[config.mk]
export PLATFORM = sky130hd
export DESIGN_NAME = bin2bcd_seq
export DESIGN_NICKNAME = d
export VERILOG_FILES = /design/src/rtl/bin2bcd_seq.sv
export SDC_FILE = /design/constraint.sdc
export NUM_CORES = 1
export LEC_CHECK = 0
export BUFFER_PORTS_ARGS = -buffer_cell sky130_fd_sc_hd__buf_2
export CAP_MARGIN = 20
export CORE_AREA = 2 2 80 66
export DETAILED_ROUTE_END_ITERATION = 10
export DIE_AREA = 0 0 82 68
export PLACE_DENSITY = 0.7
export SYNTH_ARGS = -nofsm -noshare
export SYNTH_HDL_FRONTEND = slang
export SYNTH_SLANG_ARGS = --single-unit
[constraint.sdc]
create_clock -name clk_i -period 1.9 [get_ports clk_i]
set_input_delay 0.57 -clock clk_i [delete_from_list [all_inputs] [get_ports clk_i]]
set_output_delay 0.57 -clock clk_i [all_outputs]
set_load 0.005 [all_outputs]
[src/rtl/bin2bcd_seq.sv]
// -----------------------------------------------------------------------------
// bin2bcd_seq
//   Sequential binary-to-BCD converter using shift-and-add-3 (double dabble).
//   It converts the timer's binary elapsed-time count into packed BCD digits
//   for the seven-segment multiplexer. One shift step is done per clock. A
//   start/ready handshake accepts a single value at a time.
//
// Parameters
//   BIN_W   binary input width (default 14)
//   DIGITS  number of BCD digits on bcd_o (default 4).
//           Must satisfy 2^BIN_W <= 10^(DIGITS+1).
//
// Ports
//   clk_i       system clock; all state changes on the rising edge
//   reset_i     synchronous, active-high reset
//   start_i     conversion request; only sampled while ready_o = 1
//   bin_i       unsigned binary value; only sampled on the accepting edge
//   ready_o     idle and able to accept start_i
//   done_o      one-cycle pulse in the cycle that bcd_o is updated
//   bcd_o       packed BCD result with digit 0 in bits [3:0]; holds its value
//               until the next completion
//   overflow_o  the last result exceeded 10^DIGITS-1 (saturating build only)
//
// Build option
//   BCD_SAT_EN  when defined: a nonzero guard digit at completion saturates
//               bcd_o to all 9s and sets overflow_o. When undefined: bcd_o is
//               the value mod 10^DIGITS, overflow_o is tied 0, and no
//               guard-digit compare logic is built.
// -----------------------------------------------------------------------------

// One add-3 correction cell: a digit of 5 or more gets +3 so that the next
// left shift carries correctly into the digit above.
module bin2bcd_add3 (
  input  logic [3:0] d_i,
  output logic [3:0] d_o
);
  assign d_o = (d_i >= 4'd5) ? (d_i + 4'd3) : d_i;
endmodule

module bin2bcd_seq #(
  parameter int BIN_W  = 14,
  parameter int DIGITS = 4
) (
  input  logic                  clk_i,
  input  logic                  reset_i,
  input  logic                  start_i,
  input  logic [BIN_W-1:0]      bin_i,
  output logic                  ready_o,
  output logic                  done_o,
  output logic [4*DIGITS-1:0]   bcd_o,
  output logic                  overflow_o
);

  // The BCD shift register carries one guard digit above the visible digits.
  localparam int BCD_W = 4 * (DIGITS + 1);
  localparam int OUT_W = 4 * DIGITS;
  localparam int CNT_W = $clog2(BIN_W + 1);

  typedef enum logic {
    S_IDLE = 1'b0,
    S_CONV = 1'b1
  } state_e;

  state_e             state_q, state_d;
  logic [BIN_W-1:0]   bin_q,   bin_d;
  logic [BCD_W-1:0]   sh_q,    sh_d;
  logic [CNT_W-1:0]   cnt_q,   cnt_d;
  logic [OUT_W-1:0]   bcd_q,   bcd_d;
  logic               ovf_q,   ovf_d;
  logic               done_q,  done_d;

  logic [BCD_W-1:0]   adj;
  logic [BCD_W-1:0]   step_bcd;
  logic [BIN_W-1:0]   step_bin;
  logic               last_step;
  logic [OUT_W-1:0]   res_bcd;
  logic               res_ovf;

  // Add-3 correction on every digit, guard digit included.
  for (genvar g = 0; g <= DIGITS; g++) begin : g_add3
    bin2bcd_add3 u_add3 (
      .d_i (sh_q[4*g +: 4]),
      .d_o (adj[4*g +: 4])
    );
  end

  // {BCD, binary} shifted left by one; binary MSB enters the BCD LSB.
  assign step_bcd  = {adj[BCD_W-2:0], bin_q[BIN_W-1]};
  assign step_bin  = {bin_q[BIN_W-2:0], 1'b0};

  // The counter holds the number of steps already done, so the step being
  // performed when it reads BIN_W-1 is the final one.
  assign last_step = (cnt_q == CNT_W'(BIN_W - 1));

`ifdef BCD_SAT_EN
  logic guard_nz;
  assign guard_nz = (step_bcd[BCD_W-1 -: 4] != 4'd0);
  assign res_bcd  = guard_nz ? {DIGITS{4'h9}} : step_bcd[OUT_W-1:0];
  assign res_ovf  = guard_nz;
`else
  assign res_bcd  = step_bcd[OUT_W-1:0];
  assign res_ovf  = 1'b0;
`endif

  always_comb begin
    state_d = state_q;
    bin_d   = bin_q;
    sh_d    = sh_q;
    cnt_d   = cnt_q;
    bcd_d   = bcd_q;
    ovf_d   = ovf_q;
    done_d  = 1'b0;

    case (state_q)
      S_IDLE: begin
        if (start_i) begin
          bin_d   = bin_i;
          sh_d    = '0;
          cnt_d   = '0;
          state_d = S_CONV;
        end
      end

      S_CONV: begin
        bin_d = step_bin;
        sh_d  = step_bcd;
        cnt_d = cnt_q + CNT_W'(1);
        if (last_step) begin
          bcd_d   = res_bcd;
          ovf_d   = res_ovf;
          done_d  = 1'b1;
          state_d = S_IDLE;
        end
      end

      default: begin
        state_d = S_IDLE;
      end
    endcase
  end

  always_ff @(posedge clk_i) begin
    if (reset_i) begin
      state_q <= S_IDLE;
      bin_q   <= '0;
      sh_q    <= '0;
      cnt_q   <= '0;
      bcd_q   <= '0;
      ovf_q   <= 1'b0;
      done_q  <= 1'b0;
    end else begin
      state_q <= state_d;
      bin_q   <= bin_d;
      sh_q    <= sh_d;
      cnt_q   <= cnt_d;
      bcd_q   <= bcd_d;
      ovf_q   <= ovf_d;
      done_q  <= done_d;
    end
  end

  // All outputs come straight from registers.
  assign ready_o    = (state_q == S_IDLE);
  assign done_o     = done_q;
  assign bcd_o      = bcd_q;
  assign overflow_o = ovf_q;

endmodule

==> impl_metrics.json, run 1 <==
{
  "r2r-end": "sh_q[14]",
  "io_buffers": 34,
  "hp-class": "flip-flop to flip-flop",
  "slowest_delay_ns": 0.38,
  "cts_buffers": 5,
  "skew_ns": 0.008056,
  "fp.dieH_um": 68,
  "clockBufferDepth": 2,
  "power_leakage_nw": 1.098,
  "cts_tree": "built",
  "synth_area_per_cell_um2": 9.012,
  "syn-instance-count": 257,
  "start_kind": "flip-flop",
  "path_buf_inv": 2,
  "synth_seq_area_share_pct": 44.95,
  "synth-edff-count": 0,
  "grt_usage_pct": 17.30,
  "dieArea_mm2": 0.005576,
  "overflow": 0,
  "num_io_pins": 36,
  "cp_num_cells": 2,
  "finalWirelength_um": 4436,
  "synth_warnings": 0,
  "fin_nets": 318,
  "syn2layout_area_growth_pct": 13.56,
  "p_clk_share_pct": 34.4,
  "path_delay_family": "buffers and inverters",
  "clkSinkCount": 52,
  "grt_max_degree": 39,
  "hpwl_um": 3208,
  "worst_pin_slew_ns": 0.5723,
  "nFillCells": 465,
  "firstDrtPassIters": 4,
  "p_sw_share_pct": 23.04,
  "fp-row-count": 23,
  "first_global_vias": 1691,
  "grt_pass1_wl_um": 7327,
  "wl_per_cell_um": 12.57,
  "netlist_area_mm2": 0.002316,
  "end_kind": "output port",
  "ff_latch_area_mm2": 0.001041,
  "synthArstFlopShare_pct": 0,
  "fin_tns_setup_ns": 0,
  "cp_slowest_cell": "dfxtp_1",
  "synth-main-ff-cell": "dfxtp_1",
  "r2r_slack_ns": 0.29,
  "die_x_um": 82,
  "total_power_mw": 1.945,
  "final_hold_viol_count": 0,
  "slew_headroom_pct": 61.71,
  "drtIter0Drc": 74,
  "htreeDepth": 2,
  "finalWeightedCongestion": 0.8419,
  "p_per_area_mw_per_mm2": 739.6,
  "cap_violations": 0,
  "pwr-share-seq_pct": 57.9,
  "antenna_found_initial": 0,
  "critPathMaxFanout": 19,
  "path_cells": "inv_2 -> buf_2",
  "peakVddDrop_v": 0.0003294,
  "critPathRequiredTime_ns": 1.33,
  "crit_path_end": "ready_o",
  "synth.distinct_cells": 33,
  "max_freq_mhz": 581.7,
  "status": "complete, no violations",
  "antenna_cells": 0,
  "drive_gt1_share_pct": 18.21,
  "drc_errors": 0,
  "share_comb_of_total_power_pct": 7.7,
  "clkLatencyLatePin_ns": 0.31,
  "min_period_ns": 1.719,
  "multiInputGateArea_mm2": 0.001139,
  "clk_pin_slew_ns": 0.08,
  "fin_crit_sh_pct": 90.48,
  "cts.hold.buffers_added": 0,
  "vias_per_cell": 5.241,
  "r2r-start": "sh_q[12]",
  "layout_commonest_cell": "dfxtp_1",
  "coreArea_mm2": 0.004835,
  "layout_common_cells": "dfxtp_1 (52), buf_2 (34), nor2_1 (33)",
  "setup.worst_path.start": "state_q",
  "syn-num-nets": 284,
  "internal-power_mw": 1.497,
  "final_antenna_net_count": 0,
  "root_buffer": "clkbuf_8",
  "switchingPower_mw": 0.4481,
  "ys_ff_latch": 52,
  "drv_slew": 0,
  "vias": 1850,
  "reg2regPathDepth": 6,
  "initial_core_util_pct": 47.90,
  "setup_viol": 0,
  "cts_resized": 0,
  "post_cts_buffers": 0,
  "critPathKind": "flip-flop to output port",
  "worstPathArrival_ns": 1.15,
  "rsz0062_at_grt": "no"
}
## power by group through the flow
stage	clock network [mW]	logic, mW	registers (mW)
detailed placement	0	0.151	1.15
global placement	0	0.150	1.15
CTS	0.688	0.152	1.13
finish	0.668	0.150	1.13
global route	0.726	0.172	1.13
floorplan	0	0.115	1.15
## worst register-to-register path, delay by kind of cell, from the launching register on
family                   cells  cell delay (ns)
AND/OR/NAND/NOR              1             0.08
AO/OA/AOI/OAI                2             0.39
multiplexers                 1             0.39
adder cells (fa/ha/maj)      1             0.24
flip-flops                   1             0.34
buffers and inverters        1             0.10
## layout make-up
cell class              instances  share of cell area, %
flip-flops and latches         52                  39.58
inverters                      11                  1.760
well taps                      62                  2.950
clock buffers                   7                  3.663
multi-input cells             179                  43.29
repair buffers                 42                  8.754
## layer usage
| layer | part of all wire, % | vias to the layer above | global-route usage, % |
|---|---|---|---|
| met4 | 1.6 | 0 | 5.417 |
| li1 | - | 961 | - |
| met5 | 0 | - | 0 |
| met2 | 44 | 37 | 27.64 |
| met3 | 5.0 | 7 | 5.673 |
| met1 | 49 | 845 | 22.24 |
## state kept, by name, indices dropped and copies added, names as in the netlist
signal   flops
bcd_o       16
state_q      1
cnt_q        4
done_o       1
bin_q       14
sh_q        16
## cell families (layout without fill, tap and decap cells)
family	count (synthesis)	count (layout)	synth area share, %
and+or+nand+nor	77	77	15.88
AOI/OAI and AO/OA	68	68	17.83
DFF	52	52	44.95
buffers and inverters	26	60	5.996
muxes	19	19	8.266
adders and majority gates	10	10	5.402
xor gates and xnor gates	4	4	1.513
other	1	1	0.1619
## worst min-delay path by stage
stage	slack [ns]	start	depth (start not counted)	endpoint
5_1_grt	0.47	bcd_o[12]	2	bcd_o[12]
3_5_place_dp	0.44	bcd_o[13]	2	bcd_o[13]
3_3_place_gp	0.43	bcd_o[13]	2	bcd_o[13]
6_report	0.44	bcd_o[13]	2	bcd_o[13]
2_1_floorplan	0.44	bcd_o[14]	2	bcd_o[14]
4_1_cts	0.45	bcd_o[13]	2	bcd_o[13]
## per-stage QoR
stage	setup slack [ns]	util (%)	hold slack, ns	cell area [µm²]	instances
after floorplan	0.4730	-	0.4418	2316	257
after global placement	0.2027	52.36	0.4335	2531	346
after detailed placement	0.1691	52.36	0.4356	2531	346
after CTS	0.1403	54.35	0.4475	2628	353
after global routing	0.1097	54.40	0.4744	2630	353
final	0.1809	54.40	0.4428	2630	353
## synthesized netlist by cell type, drive strengths merged, types with 2 or more instances
cell type   n  share of area [%]
nand2b      6                1.6
inv        10                1.6
nor3b       8                2.6
a22o        7                2.6
o21ai      22                4.8
nand2       9                1.5
a21o        3               0.97
ha         10                5.4
nor2b       2               0.54
dfxtp      52                 45
nor2       33                5.3
xnor2       4                1.5
buf        14                3.8
a21oi      27                5.8
a32o        6                2.6
mux2i      18                7.8
nor3        7                1.5
nand3       9                1.9
Power figures use the tool's default switching activity.
==> run 2, diff against run 1 <==
Settings changed: SETUP_SLACK_MARGIN set to 0.3.
Clock period 1.9 ns to 2.23 ns, I/O delays scaled along.
==> run 2 against run 1 <==
Compared with the run above: first-iteration DRC count is 14% higher; combinational power shrank 15%; core utilization down 0.13 points; hold slack improved by 0.0048 ns; worst setup slack improved by 0.27 ns; largest power group unchanged; clock skew increased by 0.0039 ns; global-route usage decreased by 0.80 points; critical endpoint unchanged.
==> impl_metrics.json, run 2 (same netlist as run 1, synthesis figures left out) <==
{
  "status": "complete, no violations",
  "busiest_layer": "met2",
  "antenna_cells": 0,
  "layout_commonest_cell": "dfxtp_1",
  "cp_slowest_cell": "dfxtp_2",
  "pre_cts_ws_ns": 0.4743,
  "fp.dieH_um": 68,
  "fin_crit_sh_pct": 79.98,
  "worstPathArrival_ns": 1.11,
  "vias": 1857,
  "wl_per_cell_um": 11.99,
  "finalWirelength_um": 4243,
  "htreeDepth": 2,
  "p_clk_share_pct": 32.8,
  "max_freq_mhz": 560.7,
  "coreArea_mm2": 0.004835,
  "die_x_um": 82,
  "clk_pin_slew_ns": 0.08,
  "met1_usage_pct": 21.72,
  "min_period_ns": 1.784,
  "critPathKind": "flip-flop to output port",
  "fin_tns_setup_ns": 0,
  "path_cells": "inv_2 -> buf_2",
  "grtUsageMet2_pct": 26.02,
  "fp-row-count": 23,
  "grt_usage_pct": 16.50,
  "root_buffer": "clkbuf_8",
  "drc_errors": 0,
  "peakVddDrop_v": 0.0003983,
  "hp-class": "flip-flop to flip-flop",
  "use_met3_pct": 5.145,
  "cts_buffers": 5,
  "antenna_found_initial": 0,
  "rsz0062_at_grt": "no",
  "first_global_vias": 1582,
  "end_kind": "output port",
  "final_hold_viol_count": 0,
  "slowest_delay_ns": 0.37,
  "final_antenna_net_count": 0,
  "cts.hold.buffers_added": 0,
  "clockBufferDepth": 2,
  "layout_common_cells": "dfxtp_1 (51), buf_2 (34), nor2_1 (33)",
  "skew_ns": 0.01194,
  "num_io_pins": 36,
  "drive_gt1_share_pct": 18.15,
  "p_per_area_mw_per_mm2": 617.0,
  "clkSinkCount": 52,
  "dieArea_mm2": 0.005576,
  "drv_slew": 0,
  "nFillCells": 454,
  "syn2layout_area_growth_pct": 13.29,
  "grt_pass1_wl_um": 6996,
  "finalWeightedCongestion": 0.7682,
  "vias_per_cell": 5.246,
  "start_kind": "flip-flop",
  "grt_max_degree": 37,
  "cap_violations": 0,
  "total_power_mw": 1.619,
  "power_leakage_nw": 1.091,
  "critPathMaxFanout": 19,
  "hpwl_um": 3065,
  "cts_tree": "built",
  "critPathRequiredTime_ns": 1.56,
  "fin_nets": 318,
  "clkLatencyLatePin_ns": 0.31,
  "pwr-share-seq_pct": 59.3,
  "internal-power_mw": 1.225,
  "io_buffers": 34,
  "overflow": 0,
  "setup_ws_ns": 0.4464,
  "p_sw_share_pct": 24.34,
  "drtIter0Drc": 84,
  "firstDrtPassIters": 4,
  "r2r_slack_ns": 0.68,
  "initial_core_util_pct": 47.90,
  "share_comb_of_total_power_pct": 7.8,
  "switchingPower_mw": 0.3940,
  "setup_viol": 0
}
## run 2: worst paths after layout
path	from	depth (start not counted)	end
worst max register to register	sh_q[12]	6	sh_q[14]
worst max-delay path	state_q	2	ready_o
worst min register to register	bcd_o[7]	2	bcd_o[7]
worst min-delay path	bcd_o[7]	2	bcd_o[7]
## run 2: critical path, delay by kind of cell (launching register included)
family                 cells  cell delay (ns)
buffers and inverters      2             0.44
flip-flops                 1             0.37
## run 2: final cells by class
class	instances	area [µm²]	share of cell area [%]
clock buffer	7	76.32	2.909
multi-input combinational	179	1139	43.40
tap	62	77.57	2.957
sequential	52	1042	39.72
clock inverter	1	8.758	0.3338
inverter	11	46.29	1.764
timing repair buffer	42	234.0	8.917
## run 2: power by group through the flow
stage | Combinational (mW) | Clock, mW | Sequential [mW]
after CTS | 0.129 | 0.550 | 0.961
after detailed placement | 0.129 | 0 | 0.982
after floorplan | 0.0982 | 0 | 0.978
after global placement | 0.124 | 0 | 0.982
final | 0.127 | 0.531 | 0.961
after global routing | 0.147 | 0.575 | 0.964
## run 2: routing by layer
layer  share of wire, %  up-vias  wire (µm)
met1                 50      856       2110
met4               0.85        0         36
met5                  0        -          0
met3                5.0        5        212
met2                 44       33       1883
li1                   -      963          -
## run 2: metrics by stage
step | hold WS (ns) | util, % | instance area, µm² | cells
finish | 0.4476 | 54.27 | 2624 | 354
global route | 0.4642 | 54.27 | 2624 | 354
CTS | 0.4510 | 54.19 | 2620 | 354
detailed placement | 0.4391 | 52.43 | 2535 | 346
global placement | 0.4337 | 52.20 | 2524 | 345
floorplan | 0.4418 | - | 2316 | 257
## run 2: what timing repair did
action,CTS,global route
setup endpoints to repair,0,7
setup buffers,0,0
resized for setup,0,2
